[config.mk]
export PLATFORM = sky130hd
export DESIGN_NAME = ram_port_arbiter
export DESIGN_NICKNAME = d
export VERILOG_FILES = /design/src/rtl/ram_port_arbiter.sv
export SDC_FILE = /design/constraint.sdc
export NUM_CORES = 1
export LEC_CHECK = 0
export CAP_MARGIN = 15
export CORE_ASPECT_RATIO = 1.75
export CORE_MARGIN = 3
export CORE_UTILIZATION = 27
export CTS_BUF_LIST = sky130_fd_sc_hd__clkbuf_16
export DETAILED_ROUTE_END_ITERATION = 7
export GPL_ROUTABILITY_DRIVEN = 0
export GPL_TIMING_DRIVEN = 0
export HOLD_SLACK_MARGIN = 0.12
export PLACE_DENSITY = 0.77
export SLEW_MARGIN = 20
export SYNTH_ARGS = -nofsm -noshare
export SYNTH_HDL_FRONTEND = slang
export SYNTH_SLANG_ARGS = --single-unit
[constraint.sdc]
create_clock -name clk -period 2.4 [get_ports clk]
set_clock_uncertainty 0.2 [all_clocks]
set_input_delay 0.36 -clock clk [delete_from_list [all_inputs] [get_ports clk]]
set_output_delay 0.36 -clock clk [all_outputs]
set_load 0.05 [all_outputs]
[src/rtl/ram_port_arbiter.sv]
// Shares one single-port synchronous RAM between instruction fetch, the
// load/store port and the boot loader, one access per cycle.
module ram_port_arbiter #(
  parameter int unsigned ADDR_W   = 8,
  parameter int unsigned DATA_W   = 8,
  parameter int unsigned MAX_WAIT = 4
) (
  input  logic              clk,
  input  logic              reset,
  input  logic              f_req,
  input  logic [ADDR_W-1:0] f_addr,
  output logic              f_gnt,
  output logic              f_rvalid,
  input  logic              d_req,
  input  logic              d_we,
  input  logic [ADDR_W-1:0] d_addr,
  input  logic [DATA_W-1:0] d_wdata,
  output logic              d_gnt,
  output logic              d_rvalid,
  input  logic              ld_mode,
  input  logic              ld_wr,
  input  logic [ADDR_W-1:0] ld_addr,
  input  logic [DATA_W-1:0] ld_wdata,
  output logic              ld_gnt,
  output logic              cpu_hold,
  output logic [DATA_W-1:0] rdata,
  output logic              ram_en,
  output logic              ram_we,
  output logic [ADDR_W-1:0] ram_addr,
  output logic [DATA_W-1:0] ram_wdata,
  input  logic [DATA_W-1:0] ram_rdata
);

  localparam int unsigned CNT_W = $clog2(MAX_WAIT + 1);

  typedef enum logic [1:0] {
    RUN   = 2'd0,
    DRAIN = 2'd1,
    LOAD  = 2'd2
  } state_t;

  state_t           state, state_nxt;
  logic [CNT_W-1:0] wait_cnt, wait_cnt_nxt;
  logic             fetch_first;

  // State, starvation counter and read-return flags
  always_ff @(posedge clk) begin
    if (reset) begin
      state    <= RUN;
      wait_cnt <= '0;
      f_rvalid <= 1'b0;
      d_rvalid <= 1'b0;
    end else begin
      state    <= state_nxt;
      wait_cnt <= wait_cnt_nxt;
      f_rvalid <= f_gnt;
      d_rvalid <= d_gnt & ~d_we;
    end
  end

  assign fetch_first = (wait_cnt == CNT_W'(MAX_WAIT));

  // Arbitration, RAM drive and next state
  always_comb begin
    state_nxt    = state;
    wait_cnt_nxt = '0;
    f_gnt        = 1'b0;
    d_gnt        = 1'b0;
    ld_gnt       = 1'b0;
    ram_en       = 1'b0;
    ram_we       = 1'b0;
    ram_addr     = '0;
    ram_wdata    = '0;
    case (state)
      RUN: begin
        if (ld_mode) begin
          state_nxt = DRAIN;
        end else begin
          if (f_req && (fetch_first || !d_req)) begin
            f_gnt    = 1'b1;
            ram_en   = 1'b1;
            ram_addr = f_addr;
          end else if (d_req) begin
            d_gnt     = 1'b1;
            ram_en    = 1'b1;
            ram_we    = d_we;
            ram_addr  = d_addr;
            ram_wdata = d_wdata;
          end
          // A denied fetch at MAX_WAIT is impossible, so no overflow guard
          if (f_req && !f_gnt) begin
            wait_cnt_nxt = wait_cnt + CNT_W'(1);
          end
        end
      end
      DRAIN: begin
        state_nxt = ld_mode ? LOAD : RUN;
      end
      LOAD: begin
        if (ld_wr) begin
          ld_gnt    = 1'b1;
          ram_en    = 1'b1;
          ram_we    = 1'b1;
          ram_addr  = ld_addr;
          ram_wdata = ld_wdata;
        end
        if (!ld_mode) begin
          state_nxt = RUN;
        end
      end
      default: begin
        state_nxt = RUN;
      end
    endcase
  end

  assign cpu_hold = (state != RUN);
  // The RAM output register holds the read data; expose it only with a valid
  assign rdata    = (f_rvalid || d_rvalid) ? ram_rdata : '0;

endmodule

==> metrics.cfg <==
[detailed_routing]
first_pass_iters=4
drtIter0Drc=24
via_count=1081
drcViolationCount=0
antenna_left=0
vias_per_cell=5.15
routed_wl_um=3410
wl_per_cell_um=16.2

[critical_path]
required_ns=1.84
r2r_cells=6
critPathMaxFanout=5
critPathCaptureType=output pin
critPathLaunchType=register
worstSetupPathType=register to output pin
crit_arrival_ns=1.79

[timing]
clock.fmax_ghz=0.425
rsz0062_at_grt=false
drv_slew=0
hold_viol_final=0
timing.final.crit_share_pct=98.0
period_needed_ns=2.35
tightest_slew_ns=0.519
setup_viol=0
relSlewSlack_pct=65.3

[logic_synthesis]
synth_area_um2=752
ys_ff_latch=7
synth_xor_area_share_pct=1.16
synth_edf_count=0
synth_compound_gate_area_share_pct=41.1
netlist.area_leader.share_pct=18.6
yosys.area_share.adder_pct=3.33
synthTopCellsByCount=a22o_1 (16), inv_1 (10), nor2b_1 (10)
yosysSeqAreaShare_pct=18.6
postSynthCellCount=92
synth-simple-area-share_pct=23.0
synth-async-reset-ratio_pct=0
avgSynthCellArea_um2=8.17
synth.most_common_cell=a22o_1
synth_top_cell_by_area=a22o_1
synth_area_leaders=a22o_1 (19%), dfxtp_1 (19%), a32o_1 (11%)
synth.distinct_cells=26
yosys_most_used_dff=dfxtp_1
synth_top_family_by_area=compound AO/OA/AOI/OAI gates
syn_nets=149
synthMuxAreaShare_pct=1.33
ys_warn_count=0

[cells_and_area]
layout-drive-gt1-share_pct=23.4
synthToLayoutAreaGrowth_pct=139
stdcell_area_mm2=0.00179
final_nets=242
n_antenna_cell=0
fin_cells=210

[pwr]
total_power_mw=0.748
p_leak_nw=0.767
power_density_mw_per_mm2=417
ir_drop_mv=0.333

[place]
dp_cells=203
portBuffers=85
hpwl_um=2780
placed_area_mm2=0.00164

[floorplanning]
io_pins=87
die_w_um=45.9
die_area_mm2=0.00348
rows=24
start_util_pct=29.1
coreArea_mm2=0.00258
die_h_um=75.8

[cts]
insertion_delay_ns=0.23
clkSinkCount=7
ctsHtreeMaxLevel=1
clockBufferDepth=2
path_clk_slew_ns=0.04
hold_buffers=0
cts_made_buffers=3
tritoncts=yes
cts-root-buf=clkbuf_16

[run_status]
outcome=finished clean

[flow_run]
cap_violations=0

[global_route]
grt_overflow_total=0
first_global_vias=1129
grt_start_max_net_pins=11
grt_pass1_wl_um=4900
grt_antenna_before_repair=0
gr-usage-all-layers_pct=18.7

[worst_hold_path]
holdPathStages=2
worstHoldPathType=register to register

-- report_power, final --
| part | switching [mW] | internal (mW) |
|---|---|---|
| clock network | 0.0654 | 0.219 |
| logic | 0.174 | 0.168 |
| registers | 0.00280 | 0.120 |
| total | 0.242 | 0.507 |
-- metrics by stage --
step / hold slack, ns / util, % / worst slack (ns) / TNS (ns)
floorplan: 0.232 / - / 0.0977 / 0
global placement: 0.314 / 63.3 / -0.837 / -15.77
detailed placement: 0.346 / 63.3 / -0.876 / -16.26
CTS: 0.366 / 67.4 / 0.0125 / 0
global route: 0.398 / 69.5 / 0.000377 / 0
finish: 0.366 / 69.5 / 0.0472 / 0
-- path summary, 6_finish.rpt --
path | startpoint | end | slack [ns]
min | wait_cnt[0]$_SDFF_PP0_ | wait_cnt[0]$_SDFF_PP0_ | 0.37
min reg2reg | wait_cnt[0]$_SDFF_PP0_ | wait_cnt[0]$_SDFF_PP0_ | 0.37
max reg2reg | wait_cnt[1]$_SDFF_PP0_ | d_rvalid$_SDFF_PP0_ | 0.83
max | wait_cnt[1]$_SDFF_PP0_ | ram_addr[4] | 0.05
-- critical path, stage by stage (launching register included) --
cell     delay (ns)
dfxtp_2        0.32
inv_1          0.07
ha_4           0.17
a21bo_4        0.24
buf_12         0.13
a32o_1         0.26
a22o_1         0.21
buf_6          0.15
-- cell type report --
class                      count  area [um2]
clock buffer                   3        75.1
sequential                     7         143
timing repair buffer          89         886
multi-input combinational     67         563
buffer                         7        52.6
inverter                      10        37.5
fill                         219         788
clock inverter                 1        5.00
tap                           26        32.5
-- cells by family after synthesis --
family | Yosys count
muxes | 1
adders and majority gates | 2
xor gates and xnor gates | 1
and+or+nand+nor | 26
AOI/OAI and AO/OA | 37
DFF | 7
buffers and inverters | 18
-- state kept, by name, indices dropped and copies added (netlist names) --
name	cells
d_rvalid	1
state	2
wait_cnt	3
f_rvalid	1
-- layout by cell type (no fill, tap or decap), types with 2 or more instances in the layout --
master	instances
buf_6	15
a32o_1	8
clkbuf_1	3
o21ai_0	2
buf_4	8
a31oi_1	8
nor2_1	4
clkbuf_16	3
nand2_1	2
clkdlybuf4s15_2	2
clkdlybuf4s50_1	62
and3_1	3
dlygate4sd2_1	2
dfxtp_1	5
nor2b_1	10
dfxtp_2	2
inv_1	9
a22o_1	16
buf_2	2
-- metal layers --
metal / GRT usage (%) / vias up / wire (um)
li1: - / 532 / -
met1: 19.1 / 477 / 1230
met2: 35.6 / 65 / 1830
met3: 4.49 / 7 / 288
met4: 5.38 / 0 / 67
met5: 0 / - / 0
-- repair_timing --
item,CTS,global route
setup buffers,2,2
pin swaps,1,4
setup endpoints to repair,21,15
resized for setup,132,13
No activity file was read; power rests on OpenSTA's default activity.
==> patch, RTL diff (same settings) <==
Change the parameter `ADDR_W` from 8 to 7.
--- a/src/rtl/ram_port_arbiter.sv
+++ b/src/rtl/ram_port_arbiter.sv
@@ -3,3 +3,3 @@
 module ram_port_arbiter #(
-  parameter int unsigned ADDR_W   = 8,
+  parameter int unsigned ADDR_W   = 7,
   parameter int unsigned DATA_W   = 8,
Ports: changed (resized d_addr, f_addr, ld_addr and ram_addr); port bits go from 87 to 83. The function was not compared with the original's and may differ.
==> patch against the original RTL <==
Sequential cell count unchanged. Total power down 2.4%. Final area shrank 3.6%. Worst setup slack improved by 28 ps. Routed wire length is 6.2% lower. Area after synthesis is 2.0% lower. Clock power is 1% lower. Via count down 7.5%. Largest power group unchanged.
==> patch: results <==
{
  "status": "finished, final reports clean",
  "area_growth_pct": 134.8,
  "vias": 1000,
  "period_share": 0.9686,
  "critPathMaxFanout": 10,
  "yosysSeqAreaShare": 0.1902,
  "cp-startpoint": "wait_cnt[0]",
  "wl_per_cell_um": 15.92,
  "p_leak_nw": 0.7493,
  "ir_drop_mv": 0.3236,
  "critPathCapture": "ram_addr[1]",
  "dp_hpwl_um": 2545,
  "tightestPinTransition_ps": 529.0,
  "fin_nets": 230,
  "ys_top_cells_by_count": "22 x a22o_1, 10 x inv_1, 8 x nor2b_1, 7 x a31oi_1, 7 x dfxtp_1",
  "port_buffers": 81,
  "whs_path_depth": 1,
  "cts_setup_buffers": 4,
  "nFillCells": 223,
  "grt_usage": 0.1756,
  "crit_path_max_incr_delay_ps": 340,
  "power.switching_mw": 0.2308,
  "grt_pass1_vias": 962,
  "ff2ff_setup_slack_ps": 720,
  "r2r_start": "state[0]",
  "yosysUniqueCellTypes": 27,
  "pre_cts_ws_ps": -933.4,
  "ys_top_cells_by_area": "a22o_1 26%, dfxtp_1 19%, nor2b_1 6.8%"
}
-- patch: per-stage QoR --
step | instances | hold WS (ps)
global route | 201 | 234.2
floorplan | 86 | 227.4
CTS | 201 | 266.0
global placement | 193 | 233.6
detailed placement | 193 | 260.8
finish | 201 | 224.0
-- patch: worst min path at each step --
stage	to	from	slack, ps
CTS	wait_cnt[0]	wait_cnt[0]	270
global route	wait_cnt[0]	wait_cnt[0]	230
finish	wait_cnt[0]	wait_cnt[0]	220
floorplan	wait_cnt[0]	wait_cnt[0]	230
global placement	wait_cnt[0]	wait_cnt[0]	230
detailed placement	wait_cnt[0]	wait_cnt[0]	260
-- patch: cells by family (layout without fill, tap and decap cells) --
| logic type | after synthesis | count (layout) | share of synthesized area |
|---|---|---|---|
| buf+inv | 17 | 106 | 0.1256 |
| xor+xnor | 2 | 2 | 0.02377 |
| simple gates | 26 | 26 | 0.2666 |
| compound gates | 32 | 32 | 0.3599 |
| fa+ha+maj | 2 | 2 | 0.03395 |
| flops | 7 | 7 | 0.1901 |
-- patch: layer usage --
layer,global-route usage,vias up,part of all wire,wire [um]
li1,-,492,-,-
met1,0.1766,446,0.36,1136
met2,0.3359,59,0.54,1723
met3,0.04545,3,0.097,310
met4,0.04886,0,0.0091,29
met5,0,-,0,0
-- patch: power groups by stage --
stage          Clock (mW)  Combinational, mW  Sequential [mW]
2_1_floorplan           0              0.164            0.127
3_3_place_gp            0              0.308            0.124
3_5_place_dp            0              0.311            0.125
4_1_cts             0.286              0.318            0.123
5_1_grt             0.291              0.341            0.124
6_report            0.280              0.326            0.124
-- patch: area by class of cell --
cell class	instances	area share
inverters	10	0.02169
flip-flops and latches	7	0.08171
clock buffers	3	0.04338
plain buffers	6	0.03543
multi-input cells	62	0.3138
well taps	26	0.01880
clock inverters	1	0.002169
repair buffers	86	0.4830
